## src/rtl/plic_pkg.sv

```systemverilog
// Shared constants, bus bundles and register-file layout for the PLIC.
// Latency: n/a (types and constants only).
// Backpressure: n/a.
package plic_pkg;

  localparam int PLIC_NSRC   = 8;
  localparam int PLIC_PRIO_W = 3;
  localparam int PLIC_ID_W   = 5;

  // Register offsets within the 22-bit decoded window
  localparam logic [21:0] OFS_PRIO      = 22'h000000;
  localparam logic [21:0] OFS_PENDING   = 22'h001000;
  localparam logic [21:0] OFS_ENABLE    = 22'h002000;
  localparam logic [21:0] OFS_THRESHOLD = 22'h200000;
  localparam logic [21:0] OFS_CLAIM     = 22'h200004;

  typedef enum logic {
    BUS_IDLE = 1'b0,
    BUS_RESP = 1'b1
  } bus_state_e;

  typedef struct packed {
    logic        valid;
    logic        instr;
    logic [31:0] addr;
    logic [31:0] wdata;
    logic [3:0]  wstrb;
  } plic_in_type;

  typedef struct packed {
    logic [31:0] rdata;
    logic        ready;
  } plic_out_type;

  // Index 0 of every per-source field is the "no interrupt" ID and stays 0
  typedef struct packed {
    logic [PLIC_NSRC:0][PLIC_PRIO_W-1:0] prio;
    logic [PLIC_NSRC:0]                  pending;
    logic [PLIC_NSRC:0]                  enable;
    logic [PLIC_NSRC:0]                  inflight;
    logic [PLIC_PRIO_W-1:0]              threshold;
  } plic_reg_type;

  localparam plic_reg_type init_plic_reg = '0;

  // Word-granular match of a decoded offset against a register offset
  function automatic logic is_reg(input logic [21:0] ofs, input logic [21:0] reg_ofs);
    return ofs[21:2] == reg_ofs[21:2];
  endfunction

endpackage

```

## src/rtl/plic_arbiter.sv

```systemverilog
// Picks the highest-priority enabled pending source above threshold.
// Latency: purely combinational.
// Backpressure: none.
module plic_arbiter #(
  parameter int NSRC   = 8,
  parameter int PRIO_W = 3
) (
  input  logic [NSRC:0]             pending_i,
  input  logic [NSRC:0]             enable_i,
  input  logic [NSRC:0][PRIO_W-1:0] prio_i,
  input  logic [PRIO_W-1:0]         threshold_i,
  output logic [4:0]                best_id_o,
  output logic [PRIO_W-1:0]         max_prio_o
);

  logic [NSRC:0] cand;
  logic          unused_id0;

  // ID 0 never takes part in arbitration
  assign unused_id0 = pending_i[0] ^ enable_i[0] ^ (^prio_i[0]);

  // Candidate mask: pending, enabled and strictly above threshold
  always_comb begin
    cand = '0;
    for (int i = 1; i <= NSRC; i++) begin
      cand[i] = pending_i[i] & enable_i[i] & (prio_i[i] > threshold_i);
    end
  end

  // Scan from the highest ID down; >= lets a lower ID take over on a tie
  always_comb begin
    best_id_o  = '0;
    max_prio_o = '0;
    for (int i = NSRC; i >= 1; i--) begin
      if (cand[i] && (prio_i[i] >= max_prio_o)) begin
        best_id_o  = 5'(i);
        max_prio_o = prio_i[i];
      end
    end
  end

endmodule

```

## src/rtl/plic.sv

```systemverilog
// Platform-level interrupt controller for one M-mode hart: gateway, arbiter, claim/complete.
// Latency: bus response one cycle after acceptance; irq_src to meip is three edges.
// Backpressure: one access in flight; mem_valid must be held until the mem_ready pulse.
module plic
  import plic_pkg::*;
(
  input  logic                 clk,
  input  logic                 rst,
  input  logic [PLIC_NSRC-1:0] irq_src,
  input  logic                 mem_valid,
  input  logic                 mem_instr,
  input  logic [31:0]          mem_addr,
  input  logic [31:0]          mem_wdata,
  input  logic [3:0]           mem_wstrb,
  output logic [31:0]          mem_rdata,
  output logic                 mem_ready,
  output logic                 meip
);

  localparam int NSRC   = PLIC_NSRC;
  localparam int PRIO_W = PLIC_PRIO_W;

  plic_in_type  bus_in;
  plic_out_type bus_out;

  plic_reg_type r_q, r_d;
  logic [NSRC-1:0] irq_q;
  bus_state_e      state_q, state_d;
  logic [31:0]     rdata_q, rdata_d;
  logic            meip_q, meip_d;

  logic [4:0]        best_id;
  logic [PRIO_W-1:0] max_prio;

  logic        accept, is_read, is_write;
  logic [21:0] ofs;
  logic        prio_sel, pend_sel, en_sel, thr_sel, claim_sel;
  logic [9:0]  prio_idx;
  logic [4:0]  cpl_id;
  logic [31:0] rd_val;
  logic        unused_ok;

  assign bus_in = '{valid: mem_valid, instr: mem_instr, addr: mem_addr,
                    wdata: mem_wdata, wstrb: mem_wstrb};

  // Fetches are acknowledged but never touch state; any nonzero strobe is a full write
  assign accept   = bus_in.valid && (state_q == BUS_IDLE);
  assign is_read  = accept && !bus_in.instr && (bus_in.wstrb == 4'b0000);
  assign is_write = accept && !bus_in.instr && (bus_in.wstrb != 4'b0000);

  assign ofs       = bus_in.addr[21:0];
  assign prio_sel  = (ofs[21:12] == OFS_PRIO[21:12]);
  assign prio_idx  = ofs[11:2];
  assign pend_sel  = is_reg(ofs, OFS_PENDING);
  assign en_sel    = is_reg(ofs, OFS_ENABLE);
  assign thr_sel   = is_reg(ofs, OFS_THRESHOLD);
  assign claim_sel = is_reg(ofs, OFS_CLAIM);
  assign cpl_id    = bus_in.wdata[4:0];

  assign unused_ok = ^{bus_in.addr[31:22], bus_in.addr[1:0],
                       bus_in.wdata[31:NSRC+1], max_prio};

  plic_arbiter #(
    .NSRC   (NSRC),
    .PRIO_W (PRIO_W)
  ) u_arbiter (
    .pending_i   (r_q.pending),
    .enable_i    (r_q.enable),
    .prio_i      (r_q.prio),
    .threshold_i (r_q.threshold),
    .best_id_o   (best_id),
    .max_prio_o  (max_prio)
  );

  // Read mux; the claim word returns the arbiter result seen at acceptance
  always_comb begin
    rd_val = '0;
    if (prio_sel) begin
      for (int i = 1; i <= NSRC; i++) begin
        if (prio_idx == 10'(i)) rd_val = 32'(r_q.prio[i]);
      end
    end else if (pend_sel) begin
      rd_val = 32'(r_q.pending);
    end else if (en_sel) begin
      rd_val = 32'(r_q.enable);
    end else if (thr_sel) begin
      rd_val = 32'(r_q.threshold);
    end else if (claim_sel) begin
      rd_val = 32'(best_id);
    end
  end

  // Bus FSM next state: one-cycle response, rdata held at 0 outside the response
  always_comb begin
    state_d = state_q;
    rdata_d = '0;
    case (state_q)
      BUS_IDLE: begin
        if (accept) begin
          state_d = BUS_RESP;
          rdata_d = is_read ? rd_val : 32'd0;
        end
      end
      BUS_RESP: state_d = BUS_IDLE;
    endcase
  end

  // Register file next state: gateway first, then claim (which overrides it), then writes
  always_comb begin
    r_d    = r_q;
    meip_d = (best_id != 5'd0);

    for (int i = 1; i <= NSRC; i++) begin
      if (irq_q[i-1] && !r_q.pending[i] && !r_q.inflight[i]) r_d.pending[i] = 1'b1;
    end

    if (is_read && claim_sel && (best_id != 5'd0)) begin
      for (int i = 1; i <= NSRC; i++) begin
        if (best_id == 5'(i)) begin
          r_d.pending[i]  = 1'b0;
          r_d.inflight[i] = 1'b1;
        end
      end
    end

    if (is_write) begin
      if (prio_sel) begin
        for (int i = 1; i <= NSRC; i++) begin
          if (prio_idx == 10'(i)) r_d.prio[i] = bus_in.wdata[PRIO_W-1:0];
        end
      end
      if (en_sel)  r_d.enable    = {bus_in.wdata[NSRC:1], 1'b0};
      if (thr_sel) r_d.threshold = bus_in.wdata[PRIO_W-1:0];
      if (claim_sel) begin
        for (int i = 1; i <= NSRC; i++) begin
          if ((cpl_id == 5'(i)) && r_q.inflight[i]) r_d.inflight[i] = 1'b0;
        end
      end
    end
  end

  // State registers; reset drops any access in progress
  always_ff @(posedge clk) begin
    if (!rst) begin
      r_q     <= init_plic_reg;
      irq_q   <= '0;
      state_q <= BUS_IDLE;
      rdata_q <= '0;
      meip_q  <= 1'b0;
    end else begin
      r_q     <= r_d;
      irq_q   <= irq_src;
      state_q <= state_d;
      rdata_q <= rdata_d;
      meip_q  <= meip_d;
    end
  end

  assign bus_out.ready = (state_q == BUS_RESP);
  assign bus_out.rdata = rdata_q;

  assign mem_ready = bus_out.ready;
  assign mem_rdata = bus_out.rdata;
  assign meip      = meip_q;

endmodule

```

## config.mk

```make
export PLATFORM = sky130hd
export DESIGN_NAME = plic
export DESIGN_NICKNAME = d
export VERILOG_FILES = /design/src/rtl/plic_pkg.sv /design/src/rtl/plic_arbiter.sv /design/src/rtl/plic.sv
export SDC_FILE = /design/constraint.sdc
export NUM_CORES = 1
export LEC_CHECK = 0
export CORE_UTILIZATION = 46
export DETAILED_ROUTE_END_ITERATION = 8
export HOLD_SLACK_MARGIN = 0.08
export PLACE_DENSITY = 0.87
export SLEW_MARGIN = 0
export SYNTH_ARGS = -nofsm -noshare
export SYNTH_HDL_FRONTEND = slang
export SYNTH_SLANG_ARGS = --single-unit
```

## constraint.sdc

```tcl
create_clock -name clk -period 11.2 [get_ports clk]
set_input_delay 1.12 -clock clk [delete_from_list [all_inputs] [get_ports clk]]
set_output_delay 1.12 -clock clk [all_outputs]
set_load 0.02 [all_outputs]
```

==> results of run 1 <==
## stage by stage
| step | instances | setup slack (ns) | TNS [ns] |
|---|---|---|---|
| after floorplan | 576 | 0.2691 | 0 |
| after global placement | 729 | 0.3311 | 0 |
| after detailed placement | 729 | 0.006628 | 0 |
| after CTS | 745 | 0.03220 | 0 |
| after global routing | 749 | -0.1627 | -0.7161 |
| final | 749 | 0.2841 | 0 |
## cells by family (layout without fill, tap and decap cells)
logic type                 after synthesis  after routing  synth area share
adders and majority gates               40             40            0.1042
DFF                                     70             70            0.2917
buffers and inverters                   72            112           0.07997
muxes                                   42             42           0.09247
and+or+nand+nor                        209            209            0.2454
other                                    1             23         0.0007807
AOI/OAI and AO/OA                      120            120            0.1855
## sequential cells by signal, indices dropped and copies added (netlist names)
signal     flops
mem_ready      1
irq_q          8
r_q           51
meip           1
mem_rdata      9
## worst min-delay path by stage
stage | startpoint | to | slack, ns
3_3_place_gp | r_q[33]$_SDFFE_PN0P_ | r_q[33]$_SDFFE_PN0P_ | 0.50
2_1_floorplan | r_q[24]$_SDFF_PN0_ | mem_rdata[3]$_SDFF_PP0_ | 0.45
6_report | r_q[36]$_SDFFE_PN0P_ | r_q[36]$_SDFFE_PN0P_ | 0.54
3_5_place_dp | r_q[33]$_SDFFE_PN0P_ | r_q[33]$_SDFFE_PN0P_ | 0.52
5_1_grt | r_q[24]$_SDFF_PN0_ | mem_rdata[3]$_SDFF_PP0_ | 0.58
4_1_cts | r_q[33]$_SDFFE_PN0P_ | r_q[33]$_SDFFE_PN0P_ | 0.54
## layout by cell type (no fill, tap or decap), types with 3 or more instances in the layout
cell and n:
sky130_fd_sc_hd__a21oi_1 17, sky130_fd_sc_hd__nor2_1 39, sky130_fd_sc_hd__inv_1 25, sky130_fd_sc_hd__or3_1 4, sky130_fd_sc_hd__o31ai_1 5, sky130_fd_sc_hd__a22oi_1 8
sky130_fd_sc_hd__a21boi_0 5, sky130_fd_sc_hd__and2_2 3, sky130_fd_sc_hd__nor4_1 3, sky130_fd_sc_hd__mux2i_1 34, sky130_fd_sc_hd__a21o_1 4, sky130_fd_sc_hd__and2_1 10
sky130_fd_sc_hd__o221a_2 8, sky130_fd_sc_hd__nor3_1 5, sky130_fd_sc_hd__mux2_4 6, sky130_fd_sc_hd__and3_1 6, sky130_fd_sc_hd__a31oi_1 7, sky130_fd_sc_hd__clkdlybuf4s50_1 55
sky130_fd_sc_hd__o211ai_1 7, sky130_fd_sc_hd__nand4_1 6, sky130_fd_sc_hd__buf_4 14, sky130_fd_sc_hd__nand3_1 15, sky130_fd_sc_hd__nand4b_1 6, sky130_fd_sc_hd__nor2b_1 50
sky130_fd_sc_hd__nor3b_2 4, sky130_fd_sc_hd__conb_1 23, sky130_fd_sc_hd__o21a_1 5, sky130_fd_sc_hd__nor3_2 3, sky130_fd_sc_hd__clkbuf_8 10, sky130_fd_sc_hd__a21oi_2 3
sky130_fd_sc_hd__ha_1 38, sky130_fd_sc_hd__nand2_1 25, sky130_fd_sc_hd__o21ai_0 22, sky130_fd_sc_hd__dfxtp_1 69, sky130_fd_sc_hd__or2_2 4, sky130_fd_sc_hd__nand2b_1 6
sky130_fd_sc_hd__nand3_2 3
## layout make-up
type	count	area share
Tap cell	133	0.02868
Sequential cell	70	0.2417
Clock buffer	10	0.02372
Multi-Input combinational cell	434	0.5610
Timing Repair Buffer	71	0.1169
Clock inverter	6	0.01186
Inverter	25	0.01617
## per-layer routing
metal  wire length [um]  vias to the layer above  GRT usage
li1                   -                     2082          -
met5                  0                        -          0
met3                957                       51    0.04198
met2               6607                      226     0.4281
met1               5219                     2083     0.2778
met4                474                        0     0.1122
## power breakdown
part	total, mW	internal [mW]	switching, mW
Combinational	0.0438	0.0207	0.0231
Clock	0.215	0.110	0.105
Sequential	0.255	0.252	0.00266
## repair_timing
item                       CTS  global route
setup buffers                0             4
pin swaps                    0            18
hold buffers                 0             0
setup endpoints to repair    1            21
resized for setup            1            32
## critical path, delay by kind of cell (launching register included)
family,cells,cell delay (ns)
compound gates,17,3.63
simple gates,18,2.49
fa+ha+maj,8,2.11
mux,6,1.94
flops,1,0.33
buf+inv,2,0.27
==> run_results.csv, run 1 <==
group,metric,value,unit
setup_path,critical_path.reg2reg.endpoint,"mem_rdata[3]$_SDFF_PP0_",
die,horiz_die_dim,104.2,um
global_routing,global_route.overflow_total,0,
sta,hold-worst-slack,0.5443,ns
clocking,clk_pin_slew_worst_paths,0.08,ns
power,report.power.total,514.2,uW
logic_synthesis,synth-edff-count,0,
layout,drive_gt1_frac,0.1510,
clocking,clock_tree.buffer_depth,2,
power,p_per_area,88.61,nW/um2
place,input_output_buffers,55,
logic_synthesis,synth_top_flop_cell,"sky130_fd_sc_hd__dfxtp_1",
clocking,tritoncts,"done",
global_routing,grt_antenna_before_repair,0,
logic_synthesis,synth-seq-cells,70,
setup_path,worstReg2RegStart,"r_q[1]$_SDFFE_PN0P_",
global_routing,grt_max_degree,64,
routing,drtAntennaViolNets,0,
logic_synthesis,avgSynthCellArea,8.670,um2
setup_path,setup.worst_path.end,"mem_rdata[3]$_SDFF_PP0_",
routing,wl_per_cell,17.70,um
sta,period_needed,10.92,ns
die,starting_density_of_the_core,0.4825,
setup_path,critical_path.max_stage_delay,0.40,ns
global_routing,grt_first_pass_wirelength,20.83,mm
logic_synthesis,summed_instance_area_of_the_synthesized_netlist,4803,um2
routing,vias,4442,
min_path,whs_path_depth,2,
routing,drc,0,
logic_synthesis,postSynth.asyncResetShare,0,
run_status,run_status,"completed",
setup_path,worstSetupStartpointType,"register",
global_routing,overall_routing_resource_usage,0.2402,
setup_path,element_type_at_the_critical_path_end,"register",
clocking,cts_sinks,70,
place,routabilityCongestion,0.8918,
clocking,cts_inserted_buffers,9,
logic_synthesis,ys_top_cells_by_count,"sky130_fd_sc_hd__dfxtp_1, sky130_fd_sc_hd__nor2b_1, sky130_fd_sc_hd__ha_1, sky130_fd_sc_hd__nor2_1, sky130_fd_sc_hd__mux2i_1",
clocking,clock_root_cell,"sky130_fd_sc_hd__clkbuf_8",
setup_path,register_to_register_setup_slack,0.28,ns
logic_synthesis,yosys.area.top_type_share,0.2917,
layout,antenna_cells,0,
sta,slew-limit-headroom,0.1874,
clocking,clock_latency,0.36,ns
layout,final_util,0.5830,
sta,achievable-frequency,91.61,MHz
setup_path,critical_path_arrival,11.18,ns
clocking,cts.htree.levels,3,
run,max_cap_viol_count,0,
routing,vias_per_inst,5.931,
logic_synthesis,yosys-top-cells-area,"sky130_fd_sc_hd__dfxtp_1, sky130_fd_sc_hd__ha_1, sky130_fd_sc_hd__mux2i_1",
place,hpwl,9.408,mm
sta,post-route-period-util,0.9746,
die,boundaryPins,114,
place,placed_cell_area,5403,um2
routing,routed_wire_length,13.26,mm
sta,measured_slew_at_the_worst_slew_check_pin,1.202,ns
power,max-vdd-ir-drop,0.08156,mV
routing,dr.first_iter.drc_count,279,
sta,setup-violations-final,0,
layout,fin_nets,731,
die,fp-row-count,36,
layout,seqCellArea,1403,um2
die,die_h,104.2,um
power,total_leakage_power,2.193,nW
logic_synthesis,synth-warning-count,0,
logic_synthesis,postSynthCellCount,554,
layout,area_growth,20.81,%
routing,drt_pass1_iterations,5,
setup_path,worst-setup-path-type,"register to register",
layout,postLayoutCellArea,5803,um2
setup_path,setup.worst_path.start,"r_q[1]$_SDFFE_PN0P_",
sta,clock_skew,0.01003,ns
layout,multi_input_combinational_cell_area,3256,um2
min_path,hp-class,"register to register",
logic_synthesis,synth-seq-area-share,0.2917,
setup_path,number_of_cell_instances_on_the_worst_register_to_register_path,51,
setup_path,worst_path_max_delay_cell,"sky130_fd_sc_hd__o311a_1",
die,floorplan.die_area,10850,um2
logic_synthesis,post-synth-top-count-cell,"sky130_fd_sc_hd__dfxtp_1",
logic_synthesis,library_cells_used_by_synthesis,68,
global_routing,number_of_global_route_vias_before_repair,4465,
setup_path,required,11.46,ns
setup_path,worstPathMaxFanout,4,
sta,final_max_slew_viols,0,
logic_synthesis,yosys.area.top_type,"sky130_fd_sc_hd__dfxtp_1",
sta,final_hold_viol_count,0,
layout,n_fill_cell,847,
die,placeableCoreArea,9955,um2
Power figures use the tool's default switching activity.
==> inputs of run 2 (changes only) <==
--- a/config.mk
+++ b/config.mk
@@ -5,11 +5,12 @@
 export SDC_FILE = /design/constraint.sdc
 export NUM_CORES = 1
 export LEC_CHECK = 0
+export CORE_MARGIN = 3
 export CORE_UTILIZATION = 46
 export DETAILED_ROUTE_END_ITERATION = 8
 export HOLD_SLACK_MARGIN = 0.08
 export PLACE_DENSITY = 0.87
-export SLEW_MARGIN = 0
+export SLEW_MARGIN = 40
 export SYNTH_ARGS = -nofsm -noshare
 export SYNTH_HDL_FRONTEND = slang
 export SYNTH_SLANG_ARGS = --single-unit
==> run 2 against run 1 <==
Global-route usage down 1.4 points. Critical path depth did not move. Wire length down 0.17%. First-iteration DRC count grew 13%. Sequential power about the same. Sequential share of layout area up 0.16 points. Hold slack worse by 0.015 ns. Worst setup slack gained 0.12 ns. Cell area is 0.56% lower. Power decreased by 5.7%. Register-to-register slack improved by 0.12 ns. Fmax rose by 1.1%.
==> run_results.csv, run 2 (same netlist as run 1, synthesis figures left out) <==
group,metric,value,unit
sta,final_max_slew_viols,0,
sta,post-route-period-util,0.9636,
clocking,clock_tree.buffer_depth,2,
routing,drt_pass1_iterations,5,
layout,layout.cells.most_common_list,"sky130_fd_sc_hd__dfxtp_1, sky130_fd_sc_hd__clkdlybuf4s50_1, sky130_fd_sc_hd__nor2b_1",
die,die_h,108.2,um
setup_path,worst-setup-path-type,"register to register",
setup_path,setup.worst_path.end,"r_q[9]$_SDFF_PN0_",
sta,period_needed,10.79,ns
sta,clock_skew,0.01023,ns
setup_path,path_depth,51,
sta,hold-worst-slack,0.5290,ns
place,hpwl,9.713,mm
layout,mostFrequentLayoutCell,"sky130_fd_sc_hd__dfxtp_1",
sta,achievable-frequency,92.66,MHz
layout,finalNonFillerCells,753,
layout,antenna_cells,0,
die,floorplan.die_area,11700,um2
clocking,clk_pin_slew_worst_paths,0.09,ns
routing,drtAntennaViolNets,0,
layout,postLayoutCellArea,5771,um2
setup_path,worstSetupStartpointType,"register",
setup_path,number_of_cell_instances_on_the_worst_register_to_register_path,51,
setup_path,worstReg2RegStart,"r_q[1]$_SDFFE_PN0P_",
die,horiz_die_dim,108.2,um
power,p_per_area,83.99,nW/um2
sta,setup-violations-final,0,
setup_path,critical_path.reg2reg.endpoint,"r_q[9]$_SDFF_PN0_",
run_status,run_status,"completed",
place,placed_cells_incl_taps,730,
global_routing,grt_max_degree,64,
clocking,cts_sinks,70,
routing,wl_per_cell,17.58,um
min_path,hp-class,"register to register",
die,boundaryPins,114,
clocking,cts_hold_buffers,0,
die,fp-row-count,36,
setup_path,setup.worst_path.start,"r_q[1]$_SDFFE_PN0P_",
place,input_output_buffers,55,
global_routing,global_route.overflow_total,0,
setup_path,cp_top_family,"compound AO/OA/AOI/OAI gates",
place,place_worst_setup_slack,0.03409,ns
setup_path,path_common_cell,"sky130_fd_sc_hd__ha_1",
global_routing,grt_first_pass_wirelength,21.02,mm
setup_path,critical_path_arrival,11.10,ns
routing,drc,0,
setup_path,path_buf_inv,2,
power,max-vdd-ir-drop,0.06657,mV
power,total_leakage_power,2.197,nW
sta,final_hold_viol_count,0,
layout,regMostFlops,"r_q",
clocking,clock_latency,0.36,ns
sta,setup_ws,0.4075,ns
place,routabilityCongestion,0.9046,
setup_path,register_to_register_setup_slack,0.41,ns
clocking,cts_inserted_buffers,9,
place,placed_cell_area,5423,um2
setup_path,worstPathMaxFanout,4,
setup_path,worst_path_max_delay_cell,"sky130_fd_sc_hd__or3_2",
routing,routed_wire_length,13.24,mm
layout,fin_nets,735,
clocking,cts.htree.levels,3,
layout,area_growth,20.14,%
clocking,tritoncts,"done",
global_routing,number_of_global_route_vias_before_repair,4388,
routing,vias_per_inst,5.951,
layout,largest_register_ff_count,51,
die,starting_density_of_the_core,0.4825,
global_routing,overall_routing_resource_usage,0.2258,
routing,dr.first_iter.drc_count,314,
sta,measured_slew_at_the_worst_slew_check_pin,0.8112,ns
die,placeableCoreArea,9955,um2
global_routing,grt_antenna_before_repair,0,
setup_path,critical_path.max_stage_delay,0.45,ns
setup_path,element_type_at_the_critical_path_end,"register",
layout,drive_gt1_frac,0.1532,
setup_path,required,11.50,ns
routing,vias,4481,
run,max_cap_viol_count,0,
clocking,clock_root_cell,"sky130_fd_sc_hd__clkbuf_8",
sta,slew-limit-headroom,0.4575,
run 2: cell count changes in the layout (fill, tap and decap cells not counted), sizes merged:
cell | before | now
buf | 16 | 20
clkinv | 2 | 4
bufinv | 1 | 0
clkbuf | 10 | 9
run 2: tightest hold or removal path, cell delays in order (launching register included):
cell and delay [ns]:
sky130_fd_sc_hd__dfxtp_1 0.35, sky130_fd_sc_hd__nand2_1 0.07, sky130_fd_sc_hd__a21boi_0 0.07
run 2: what timing repair did:
item,in CTS,in global routing
endpoints found under the hold margin,0,0
buffers inserted,0,7
setup endpoints to repair,1,21
gates resized for setup,1,23
pin swaps,0,16
run 2: power breakdown:
group	switching [mW]	internal, mW
Combinational	0.0234	0.0209
Clock	0.105	0.0810
Sequential	0.00250	0.252
run 2: through the flow:
step	total power [mW]	setup TNS (ns)	utilization
after floorplan	0.2885	0	-
after global placement	0.3026	0	0.5435
after detailed placement	0.3039	0	0.5447
after CTS	0.4833	0	0.5621
after global routing	0.5001	-0.1753	0.5797
final	0.4847	0	0.5797
run 2: worst min-delay path by stage:
stage,start,end,slack [ns],cells after the start
6_report,r_q[36]$_SDFFE_PN0P_,r_q[36]$_SDFFE_PN0P_,0.53,2
5_1_grt,r_q[36]$_SDFFE_PN0P_,r_q[36]$_SDFFE_PN0P_,0.55,2
3_3_place_gp,r_q[33]$_SDFFE_PN0P_,r_q[33]$_SDFFE_PN0P_,0.50,2
3_5_place_dp,r_q[36]$_SDFFE_PN0P_,r_q[36]$_SDFFE_PN0P_,0.53,2
4_1_cts,r_q[36]$_SDFFE_PN0P_,r_q[36]$_SDFFE_PN0P_,0.54,2
2_1_floorplan,r_q[24]$_SDFF_PN0_,mem_rdata[3]$_SDFF_PP0_,0.45,2
run 2: per-layer routing:
metal / vias up / part of all wire / wire length, um / track usage
met2: 202 / 0.50 / 6682 / 0.4032
met4: 0 / 0.024 / 319 / 0.08837
met1: 2150 / 0.40 / 5331 / 0.2710
met5: - / 0 / 0 / 0
li1: 2099 / - / - / -
met3: 30 / 0.068 / 903 / 0.03522
run 2: layout make-up:
cell class	count	area, um2
timing repair buffer	75	704.4
fill	823	4184
tap	133	166.4
clock buffer	9	123.9
multi-input combinational	434	3229
inverter	25	93.84
clock inverter	7	48.80
sequential	70	1404
==> inputs of run 3 (changes only) <==
==> constraint.sdc (replaced) <==
create_clock -name clk -period 9.8 [get_ports clk]
set_input_delay 0.98 -clock clk [delete_from_list [all_inputs] [get_ports clk]]
set_output_delay 0.98 -clock clk [all_outputs]
set_load 0.02 [all_outputs]
==> run 3 against run 2 <==
The run now ends with negative setup slack left. Flip-flop and latch count is the same. Die area unchanged. Fmax up 3.0%. Sequential share of layout area fell by 2.6 points. Non-clock buffer count increased by 37.
==> run_results.csv, run 3 (same netlist as run 1, synthesis figures left out) <==
group,metric,value,unit
layout,antenna_cells,0,
global_routing,number_of_global_route_vias_before_repair,4687,
die,boundaryPins,114,
setup_path,critical_path.max_stage_delay,0.39,ns
routing,dr.first_iter.drc_count,391,
layout,mostFrequentLayoutCell,"sky130_fd_sc_hd__dfxtp_1",
routing,wl_per_cell,19.93,um
sta,fin_tns_setup,-10.36,ns
global_routing,grt_antenna_before_repair,0,
clocking,clock_root_cell,"sky130_fd_sc_hd__clkbuf_8",
global_routing,grt_first_pass_wirelength,22.83,mm
place,routabilityCongestion,0.9642,
setup_path,setup.worst_path.start,"r_q[1]$_SDFFE_PN0P_",
power,total_leakage_power,2.468,nW
routing,drc,0,
routing,vias,4855,
clocking,cts.htree.levels,3,
setup_path,required,10.11,ns
clocking,cts_hold_buffers,0,
routing,routed_wire_length,15.75,mm
clocking,tritoncts,"done",
die,horiz_die_dim,108.2,um
sta,final_max_slew_viols,0,
sta,measured_slew_at_the_worst_slew_check_pin,0.8751,ns
layout,fin_nets,772,
power,p_per_area,90.26,nW/um2
place,hpwl,10.10,mm
layout,postLayoutCellArea,6471,um2
clocking,cts_inserted_buffers,9,
layout,largest_register_ff_count,51,
layout,layout.cells.most_common_list,"sky130_fd_sc_hd__dfxtp_1, sky130_fd_sc_hd__clkdlybuf4s50_1, sky130_fd_sc_hd__nor2b_1, sky130_fd_sc_hd__buf_4, sky130_fd_sc_hd__nor2_1",
layout,final_util,0.6501,
routing,vias_per_inst,6.146,
layout,regMostFlops,"r_q",
global_routing,global_route.overflow_total,0,
global_routing,overall_routing_resource_usage,0.2456,
setup_path,worstReg2RegStart,"r_q[1]$_SDFFE_PN0P_",
layout,area_growth,34.72,%
sta,post-route-period-util,1.069,
sta,period_needed,10.47,ns
run_status,violated_checks,"negative setup slack",
setup_path,path_depth,51,
clocking,clock_tree.buffer_depth,2,
sta,setup_ws,-0.6740,ns
setup_path,cp_top_family,"compound AO/OA/AOI/OAI gates",
layout,drive_gt1_frac,0.2572,
global_routing,grt_max_degree,64,
routing,drt_pass1_iterations,9,
setup_path,element_type_at_the_critical_path_end,"register",
clocking,cts_sinks,70,
setup_path,critical_path.reg2reg.endpoint,"r_q[9]$_SDFF_PN0_",
place,placed_cell_area,5799,um2
clocking,clk_pin_slew_worst_paths,0.08,ns
setup_path,path_buf_inv,2,
die,floorplan.die_area,11700,um2
setup_path,register_to_register_setup_slack,-0.67,ns
routing,drtAntennaViolNets,0,
setup_path,path_common_cell,"sky130_fd_sc_hd__ha_4",
min_path,hp-class,"register to register",
setup_path,setup.worst_path.end,"r_q[9]$_SDFF_PN0_",
die,placeableCoreArea,9955,um2
sta,slew-limit-headroom,0.4121,
sta,setup-violations-final,21,
min_path,timing.hold.worst.start,"r_q[36]$_SDFFE_PN0P_",
sta,achievable-frequency,95.47,MHz
power,report.power.total,584.1,uW
setup_path,worstSetupStartpointType,"register",
power,max-vdd-ir-drop,0.1129,mV
die,fp-row-count,36,
clocking,clock_latency,0.36,ns
run,max_cap_viol_count,0,
die,starting_density_of_the_core,0.4825,
setup_path,worst_path_max_delay_cell,"sky130_fd_sc_hd__a311o_2",
setup_path,worst-setup-path-type,"register to register",
sta,final_hold_viol_count,0,
run_status,run_status,"finished with violations",
sta,clock_skew,0.008637,ns
die,die_h,108.2,um
setup_path,critical_path_arrival,10.78,ns
setup_path,worstPathMaxFanout,4,
setup_path,number_of_cell_instances_on_the_worst_register_to_register_path,51,
place,input_output_buffers,55,
sta,rsz_0062_raised_after_global_routing,"true",
==> run 3: changes by cell type in the layout (fill, tap and decap cells not counted), sizes merged <==
| cell | before | now |
|---|---|---|
| buf | 20 | 57 |
| bufinv | 0 | 1 |
| clkinv | 4 | 1 |
| clkinvlp | 1 | 4 |
| inv | 27 | 26 |
==> run 3: layout make-up <==
class                           count  area (um2)
Sequential cell                    70        1404
Multi-Input combinational cell    434        3595
Timing Repair Buffer              112        1012
Tap cell                          133       166.4
Inverter                           25       96.34
Clock inverter                      7       73.82
Fill cell                         702        3483
Clock buffer                        9       123.9
==> run 3: per-layer routing <==
| metal | global-route usage | up-vias | wire [um] |
|---|---|---|---|
| met3 | 0.04239 | 78 | 1318 |
| met4 | 0.1190 | 0 | 838 |
| li1 | - | 2165 | - |
| met2 | 0.4343 | 318 | 7708 |
| met5 | 0 | - | 0 |
| met1 | 0.2864 | 2294 | 5882 |
==> run 3: how the worst min path moves through the flow <==
stage	slack [ns]	depth (start not counted)	endpoint
after floorplan	0.45	2	mem_rdata[3]$_SDFF_PP0_
final	0.54	2	r_q[36]$_SDFFE_PN0P_
after detailed placement	0.51	2	r_q[33]$_SDFFE_PN0P_
after global placement	0.50	2	r_q[33]$_SDFFE_PN0P_
after CTS	0.54	2	r_q[33]$_SDFFE_PN0P_
after global routing	0.58	2	r_q[33]$_SDFFE_PN0P_
==> run 3: worst min-delay path: stages, from the launching register on <==
cell	delay, ns
sky130_fd_sc_hd__dfxtp_1	0.35
sky130_fd_sc_hd__nand2_1	0.07
sky130_fd_sc_hd__a21boi_0	0.07
==> run 3: stage by stage <==
step / hold WS [ns] / cells / setup WS, ns
after floorplan: 0.4527 / 576 / -0.5392
after global placement: 0.4988 / 755 / -0.4355
after detailed placement: 0.5140 / 755 / -0.7718
after CTS: 0.5365 / 782 / -0.4572
after global routing: 0.5772 / 790 / -0.9905
final: 0.5351 / 790 / -0.6740
==> run 3: repair_timing <==
action	CTS	global route
pin swaps	29	23
buffers inserted	11	8
gates cloned	0	0
gates resized for setup	27	34
setup endpoints to repair	21	21
==> run 3: power by group <==
part	internal (mW)	switching (mW)
Combinational	0.0245	0.0279
Clock	0.118	0.122
Sequential	0.288	0.00317
